==> config.mk <==
export PLATFORM = sky130hd
export DESIGN_NAME = uart_tx
export DESIGN_NICKNAME = d
export VERILOG_FILES = /design/src/rtl/uart_pkg.sv /design/src/rtl/uart_tx_fifo.sv /design/src/rtl/uart_tx.sv
export SDC_FILE = /design/constraint.sdc
export NUM_CORES = 1
export LEC_CHECK = 0
export ABC_AREA = 1
export CAP_MARGIN = 20
export CORE_UTILIZATION = 60
export CTS_CLUSTER_SIZE = 20
export DETAILED_ROUTE_END_ITERATION = 16
export PLACE_DENSITY = 0.84
export SLEW_MARGIN = 20
export SYNTH_ARGS = -nofsm -noshare
export SYNTH_HDL_FRONTEND = slang
export SYNTH_HIERARCHICAL = 1
export SYNTH_SLANG_ARGS = --single-unit
==> constraint.sdc <==
create_clock -name clk -period 3.2 [get_ports clk]
set_input_delay 0.48 -clock clk [delete_from_list [all_inputs] [get_ports clk]]
set_output_delay 0.48 -clock clk [all_outputs]
set_load 0.02 [all_outputs]
==> src/rtl/uart_pkg.sv <==
// Shared UART definitions: baud divisor for 100 MHz / 115200, frame shape,
// and the transmitter state type.
package uart_pkg;

    localparam int unsigned CLKS_PER_BIT_115200 = 868;
    localparam int unsigned UART_DATA_BITS      = 8;
    localparam int unsigned UART_STOP_BITS      = 1;

    typedef enum logic [1:0] {
        IDLE,
        TX_START_BIT,
        TX_DATA_BITS,
        TX_STOP_BIT
    } uart_tx_state_t;

endpackage

==> src/rtl/uart_tx_fifo.sv <==
// Byte FIFO feeding the UART transmitter; show-ahead read port so the head
// byte can be loaded into the shift register on the same edge it is popped.
module uart_tx_fifo
    import uart_pkg::*;
#(
    parameter int unsigned DEPTH = 4
) (
    input  logic                      clk,
    input  logic                      rst_n,
    input  logic                      wr_en,
    input  logic [UART_DATA_BITS-1:0] wr_data,
    input  logic                      rd_en,
    output logic [UART_DATA_BITS-1:0] rd_data,
    output logic                      full,
    output logic                      empty
);

    localparam int unsigned PTR_W = $clog2(DEPTH);

    logic [UART_DATA_BITS-1:0] mem [DEPTH];
    logic [PTR_W-1:0]          wr_ptr;
    logic [PTR_W-1:0]          rd_ptr;
    logic [PTR_W:0]            count;
    logic                      push;
    logic                      pop;

    assign full    = (count == (PTR_W+1)'(DEPTH));
    assign empty   = (count == '0);
    assign push    = wr_en && !full;
    assign pop     = rd_en && !empty;
    assign rd_data = mem[rd_ptr];

    always_ff @(posedge clk) begin
        if (rst_n && push) begin
            mem[wr_ptr] <= wr_data;
        end
    end

    // Pointers wrap naturally because DEPTH is a power of two.
    always_ff @(posedge clk) begin
        if (!rst_n) begin
            wr_ptr <= '0;
            rd_ptr <= '0;
            count  <= '0;
        end else begin
            if (push) wr_ptr <= wr_ptr + 1'b1;
            if (pop)  rd_ptr <= rd_ptr + 1'b1;
            case ({push, pop})
                2'b10:   count <= count + 1'b1;
                2'b01:   count <= count - 1'b1;
                default: count <= count;
            endcase
        end
    end

endmodule

==> src/rtl/uart_tx.sv <==
// 8N1 UART transmitter with an input FIFO; frames queued in the FIFO are sent
// back-to-back with no idle gap between stop bit and next start bit.
module uart_tx
    import uart_pkg::*;
#(
    parameter int unsigned CLKS_PER_BIT = CLKS_PER_BIT_115200,
    parameter int unsigned FIFO_DEPTH   = 4
) (
    input  logic       clk,
    input  logic       rst_n,
    input  logic [7:0] tx_byte,
    input  logic       tx_byte_valid,
    output logic       tx_ready,
    output logic       tx_serial,
    output logic       tx_busy
);

    localparam int unsigned           CNT_W    = $clog2(CLKS_PER_BIT);
    localparam logic [CNT_W-1:0]      CNT_LAST = CNT_W'(CLKS_PER_BIT - 1);
    localparam logic [2:0]            IDX_LAST = 3'(UART_DATA_BITS - 1);

    uart_tx_state_t            state;
    logic [CNT_W-1:0]          clk_cnt;
    logic [2:0]                bit_idx;
    logic [UART_DATA_BITS-1:0] shift;
    logic [UART_DATA_BITS-1:0] fifo_head;
    logic                      fifo_rd;
    logic                      fifo_full;
    logic                      fifo_empty;
    logic                      bit_done;

    assign bit_done = (clk_cnt == CNT_LAST);
    assign tx_ready = !fifo_full;

    always_comb begin
        fifo_rd = !fifo_empty && ((state == IDLE) || ((state == TX_STOP_BIT) && bit_done));
    end

    uart_tx_fifo #(
        .DEPTH(FIFO_DEPTH)
    ) u_fifo (
        .clk    (clk),
        .rst_n  (rst_n),
        .wr_en  (tx_byte_valid),
        .wr_data(tx_byte),
        .rd_en  (fifo_rd),
        .rd_data(fifo_head),
        .full   (fifo_full),
        .empty  (fifo_empty)
    );

    always_ff @(posedge clk) begin
        if (!rst_n) begin
            state     <= IDLE;
            clk_cnt   <= '0;
            bit_idx   <= '0;
            shift     <= '0;
            tx_serial <= 1'b1;
            tx_busy   <= 1'b0;
        end else begin
            case (state)
                IDLE: begin
                    tx_serial <= 1'b1;
                    tx_busy   <= 1'b0;
                    clk_cnt   <= '0;
                    bit_idx   <= '0;
                    if (!fifo_empty) begin
                        shift     <= fifo_head;
                        tx_serial <= 1'b0;
                        tx_busy   <= 1'b1;
                        state     <= TX_START_BIT;
                    end
                end
                TX_START_BIT: begin
                    if (bit_done) begin
                        clk_cnt   <= '0;
                        bit_idx   <= '0;
                        tx_serial <= shift[0];
                        state     <= TX_DATA_BITS;
                    end else begin
                        clk_cnt <= clk_cnt + 1'b1;
                    end
                end
                // The line is driven from shift[1] as the register shifts, so the
                // next bit appears on the same edge the current one retires.
                TX_DATA_BITS: begin
                    if (bit_done) begin
                        clk_cnt <= '0;
                        if (bit_idx == IDX_LAST) begin
                            tx_serial <= 1'b1;
                            state     <= TX_STOP_BIT;
                        end else begin
                            shift     <= {1'b0, shift[UART_DATA_BITS-1:1]};
                            tx_serial <= shift[1];
                            bit_idx   <= bit_idx + 1'b1;
                        end
                    end else begin
                        clk_cnt <= clk_cnt + 1'b1;
                    end
                end
                TX_STOP_BIT: begin
                    if (bit_done) begin
                        clk_cnt <= '0;
                        if (!fifo_empty) begin
                            shift     <= fifo_head;
                            tx_serial <= 1'b0;
                            state     <= TX_START_BIT;
                        end else begin
                            tx_busy <= 1'b0;
                            state   <= IDLE;
                        end
                    end else begin
                        clk_cnt <= clk_cnt + 1'b1;
                    end
                end
                default: begin
                    tx_serial <= 1'b1;
                    tx_busy   <= 1'b0;
                    state     <= IDLE;
                end
            endcase
        end
    end

endmodule

* Yosys cells after proc, flatten, opt, wreduce, memory -nomap -nowiden
Memories as Yosys holds them, arrays and structs flattened. A register that Yosys moved wholly into a read port is not among the register bits.
Index checks and enable logic that the tools add are counted.
** Word-level totals
- Bits in registers :: 32
- Memory bits (writable) :: 32
- Logic and storage cells :: 86
- Memories :: 1
** Operators by class
- Add/sub/neg operators :: 6
- Eq/ne operators :: 16
- Muxes and demuxes :: 34
- Reduce and logical (&&, ||, !) cells :: 20
** Memories
- u_fifo.mem :: depth 4, width 8, read ports 1, clocked after memory_dff 1, wr ports 1, RTL line uart_tx_fifo.sv:20 : logic [UART_DATA_BITS-1:0] mem [DEPTH];
** Operators by type and width (number)
- $mux 8 :: 4
- $pmux 8 s3 :: 1
- $pmux 10 s2 :: 1
- $ne 2x2->1 const B :: 8
- $mux 2 :: 7
- $mux 1 :: 12
- $reduce_and 4->1 :: 3
- $add 10x1->10 const B :: 1
- $eq 10x10->1 const B :: 1
- $mux 10 :: 1
- $mux 3 :: 3
- $pmux 3 s3 :: 1
- $pmux 2 s4 :: 1
- $add 3x1->3 const B :: 2
- $eq 2x2->1 const B :: 3
- $eq 3x3->1 const B :: 2
- $pmux 3 s2 :: 1
- $reduce_bool 3->1 :: 2
- $logic_and 1x1->1 :: 5
- $reduce_and 5->1 :: 1
- $add 2x1->2 const B :: 2
- $eq 2x1->1 const B :: 2
- $pmux 1 s4 :: 1
- $reduce_bool 2->1 :: 2
- 8 further kinds :: 9

* Longest topological paths before layout
- Depth after elaboration :: 7
- Gate-level depth with buffers :: 16

* Hierarchy
Netlist, hierarchy kept.
** By module, submodules not included
- uart_tx_fifo :: times used 1, cells each 151, area an instance 1732.9 µm²
- uart_tx :: times used 1, cells each 193, area an instance 1423.9 µm²

* Least setup slack after synthesis
Ideal clock, no wire load.
- Kind :: register to register
- Start point :: reg clk_cnt[0]
- End point :: reg u_fifo.count[2]
- Arrival time :: 2285 ps
- Required time :: 3087 ps
- Slack :: 802 ps
- Cell stages (with the launch flop) :: 17
- Path buffers :: 0
- Path through :: dfxtp_1 > ha_1 > inv_1 > nor2_1 > nand3_4 > a211oi_1 > nand2_2 > inv_1 > ha_1 > inv_1 > fa_1 > inv_1 > nand2_1 > nand3_1 > nand2_1 > nand2_1 > nor2_1
** On the way
- Longest elaborated chain between the ends :: 7
- Elaborated cells between the ends (all ways) :: 9
- Those cells by class :: eq/ne: 3; mux: 1; reduce/logical: 5
** Ends and longest elaborated chain
- start, declared :: RTL line uart_tx.sv:23 : logic [CNT_W-1:0] clk_cnt;
- start signal, assigned :: RTL line uart_tx.sv:81 : clk_cnt <= clk_cnt + 1'b1;
- start signal, assigned :: RTL line uart_tx.sv:98 : clk_cnt <= clk_cnt + 1'b1;
- start signal, assigned :: RTL line uart_tx.sv:113 : clk_cnt <= clk_cnt + 1'b1;
- $eq 10x10->1 * :: RTL line uart_tx.sv:32 : assign bit_done = (clk_cnt == CNT_LAST);
- $logic_and 1x1->1 * :: RTL line uart_tx.sv:36 : fifo_rd = !fifo_empty && ((state == IDLE) || ((state == TX_STOP_BIT) && bit_done));
- $logic_or 1x1->1 * :: RTL line uart_tx.sv:36
- $logic_and 1x1->1 * :: RTL line uart_tx.sv:36
- via fifo_rd :: RTL line uart_tx.sv:27 : logic fifo_rd;
- $logic_and 1x1->1 * :: RTL line uart_tx_fifo.sv:30 : assign pop = rd_en && !empty;
- $eq 2x1->1 or $eq 2x2->1 (tied branches) :: RTL line uart_tx_fifo.sv:48 : case ({push, pop})
- $pmux 3 s2 or $reduce_bool 2->1 (tied branches)
- end signal, assigned :: RTL line uart_tx_fifo.sv:49 : 2'b10: count <= count + 1'b1;
- end signal, assigned :: RTL line uart_tx_fifo.sv:50 : 2'b01: count <= count - 1'b1;
- end signal, assigned :: RTL line uart_tx_fifo.sv:51 : default: count <= count;
- end, declared :: RTL line uart_tx_fifo.sv:23 : logic [PTR_W:0] count;
Mark *: on every way through the listed nets, which the timed path passes. The rest lies on a longest branch.
A chain may end at the register's enable or synchronous reset.

* Worst setup path in the final report
Same ends and word-level chain as after synthesis.

==> results.yml <==
sta:
  fin_crit_ns: 2.735
  finalCritPeriodShare: 0.8548
  hold_violations: 0
  tightest_slew_ns: 0.8293
  fmax_mhz: 365.6
  whs_ns: 0.4459
  rsz0062_at_grt: "no"
  skew_ns: 0.009721
  final.setup.tns_ns: 0
  setup_viol: 0
  maxSlewHeadroom: 0.4451
  drv_slew: 0
clock_network:
  clock_latency_ns: 0.36
  cts_root_buf: "clkbuf_8"
  cts_buffer_depth: 2
  cts_resized: 0
  cts_buffers: 9
  cts_tree: "yes"
  hold_buffers: 0
  cts.sinks: 66
  clk_pin_slew_ns: 0.07
  cts_setup_buffers: 0
  htreeDepth: 3
floorplan:
  ios: 14
  rows: 26
  die_w_microns: 74.54
  die_area_sq_um: 5555
  start_util: 0.6220
  core_sq_um: 5075
  die_h_microns: 74.54
global_route:
  grt_max_degree: 21
  antenna_found_initial: 0
  grtUsageTotal: 0.2381
  grt_overflow: 0
  grt_pass1_vias: 2111
  grt_first_pass_wirelength_microns: 9722
yosys:
  syn_area_sq_um: 3157
  synth_cells: 344
  ys.warnings.count: 6
  synth_nets: 370
  ys_seq_area_frac: 0.5200
  postSynthAreaPerCell_sq_um: 9.177
  synth-seq-cells: 66
  netlist-cell-type-count: 34
placement:
  io_buffers: 13
  placed_cell_area_sq_um: 3322
  hpwl_microns: 3947
  gp_congestion: 0.7494
critical_path:
  cp.required_ns: 3.45
  critPathArrivalTime_ns: 2.98
  path_max_fanout: 6
  worstSetupPathType: "reg -> reg"
  setup.worst_path.start_class: "register"
  rr_startpoint: "clk_cnt[0]$_SDFF_PP0_"
  crit_path_end_kind: "register"
  crit_start: "clk_cnt[0]$_SDFF_PP0_"
finish:
  final_common_cell: "nand2_1"
  syn2layout_area_growth_pct: 11.61
  antenna_cells: 0
  design_area_sq_um: 3523
  mostFrequentLayoutCells: "nand2_1, nor2_1, inv_1"
  num-fill-cells: 400
  drive_gt1_frac: 0.1033
  layout.nets: 389
power:
  ir_worst_vdd_v: 0.0004866
  power_density_nw_per_um2: 783.7
  leakage_nw: 1.409
  total_power_mw: 2.761
route:
  drc: 0
  detail-route-antenna-nets: 0
  top_layer: "met4"
  wire_per_inst_microns: 13.08
  via_count: 2296
  met1_length_microns: 2649
  wl_met3_microns: 297
  dr_wl_met2_microns: 2668
  drt_iter0_markers: 128
  routed_wl_microns: 5730
  avgViaCountPerCell: 5.242
  drt_pre_antenna_iters: 4
min_path:
  hold_start: "clk_cnt[0]$_SDFF_PP0_"
  hold_class: "reg -> reg"
run_status:
  status: "finished, final reports clean"
flow_run:
  maxCapViolations: 0
-- final cells by class --
type,count,area [sq um],area share
Sequential cell,66,1642,0.4659
Tap cell,70,87.58,0.02486
Inverter,43,166.4,0.04723
Multi-Input combinational cell,229,1289,0.3658
Clock buffer,9,123.9,0.03516
Clock inverter,7,77.57,0.02202
Timing Repair Buffer,14,137.6,0.03906
-- worst paths after layout --
check                                                    end  slack, ns  cells after the start
worst max register to register  u_fifo/count[2]$_SDFFE_PN0P_       0.46                     16
worst min register to register         clk_cnt[0]$_SDFF_PP0_       0.45                      1
worst min-delay path                   clk_cnt[0]$_SDFF_PP0_       0.45                      1
worst max-delay path            u_fifo/count[2]$_SDFFE_PN0P_       0.46                     16
-- state kept, by name (all words and copies together) (netlist names), named ones only --
signal and flops:
state 2, tx_serial 1, u_fifo/mem 32, clk_cnt 10
u_fifo/count 3, u_fifo/wr_ptr 2, u_fifo/rd_ptr 2, bit_idx 3
tx_busy 1, shift 8
-- critical path, cell delays in order (launching register included) --
cell,delay (ns)
dfxtp_1,0.35
ha_1,0.19
inv_1,0.06
nor2_1,0.20
nand3_4,0.16
a211oi_1,0.49
nand2_2,0.11
inv_1,0.11
ha_1,0.16
inv_1,0.06
fa_1,0.38
inv_1,0.07
nand2_1,0.05
nand3_1,0.08
nand2_1,0.06
nand2_1,0.06
nor2_1,0.04
-- power breakdown --
part / internal [mW] / switching, mW / total (mW)
clock: 0.366 / 0.353 / 0.719
combinational: 0.355 / 0.592 / 0.947
sequential: 1.00 / 0.0951 / 1.10
total: 1.72 / 1.04 / 2.76
-- synthesized netlist by cell type --
cell type,number,share of area
nand2_4,2,0.0071
inv_1,40,0.048
nor2_4,2,0.0071
nor3b_1,2,0.0048
nand3_2,1,0.0032
inv_2,2,0.0024
buf_6,5,0.018
o22ai_1,8,0.016
buf_1,1,0.0012
ha_1,14,0.055
nand3_1,24,0.038
xnor2_1,1,0.0028
nor3_1,3,0.0048
inv_6,1,0.0028
nand2_2,4,0.0079
nor2_1,48,0.057
o21ai_2,4,0.011
a211oi_1,1,0.0024
nand4_1,3,0.0059
o21ai_1,1,0.0016
o21ai_0,16,0.025
nand3b_1,2,0.0048
a21oi_1,27,0.043
dfxtp_1,34,0.22
nor2_2,3,0.0059
mux2i_1,6,0.019
nand2_1,51,0.061
fa_1,1,0.0063
nand3_4,1,0.0055
a31oi_1,1,0.0020
a211oi_4,1,0.0063
a21boi_0,1,0.0024
edfxtp_1,32,0.30
or2_2,1,0.0020
-- cells by family after synthesis --
| family | count (synthesis) | share of synthesized area |
|---|---|---|
| multiplexers | 6 | 0.01903 |
| AO/OA/AOI/OAI | 60 | 0.1098 |
| flip-flops | 66 | 0.5200 |
| AND/OR/NAND/NOR | 147 | 0.2148 |
| buffers and inverters | 49 | 0.07174 |
| adder cells (fa/ha/maj) | 15 | 0.06183 |
| XOR/XNOR | 1 | 0.002775 |
-- metrics by stage --
step | cells | util | worst slack [ns]
after global placement | 422 | 0.6546 | 0.6707
after detailed placement | 422 | 0.6546 | 0.5396
after floorplan | 344 | - | 0.8019
after global routing | 438 | 0.6943 | 0.2210
final | 438 | 0.6943 | 0.4646
after CTS | 438 | 0.6943 | 0.5074
-- per-layer routing --
| metal | vias to the layer above | track usage |
|---|---|---|
| li1 | 1186 | - |
| met1 | 1067 | 0.3042 |
| met2 | 31 | 0.3734 |
| met3 | 12 | 0.07724 |
| met4 | 0 | 0.1006 |
| met5 | - | 0 |
(Power assumes the default switching activity.)
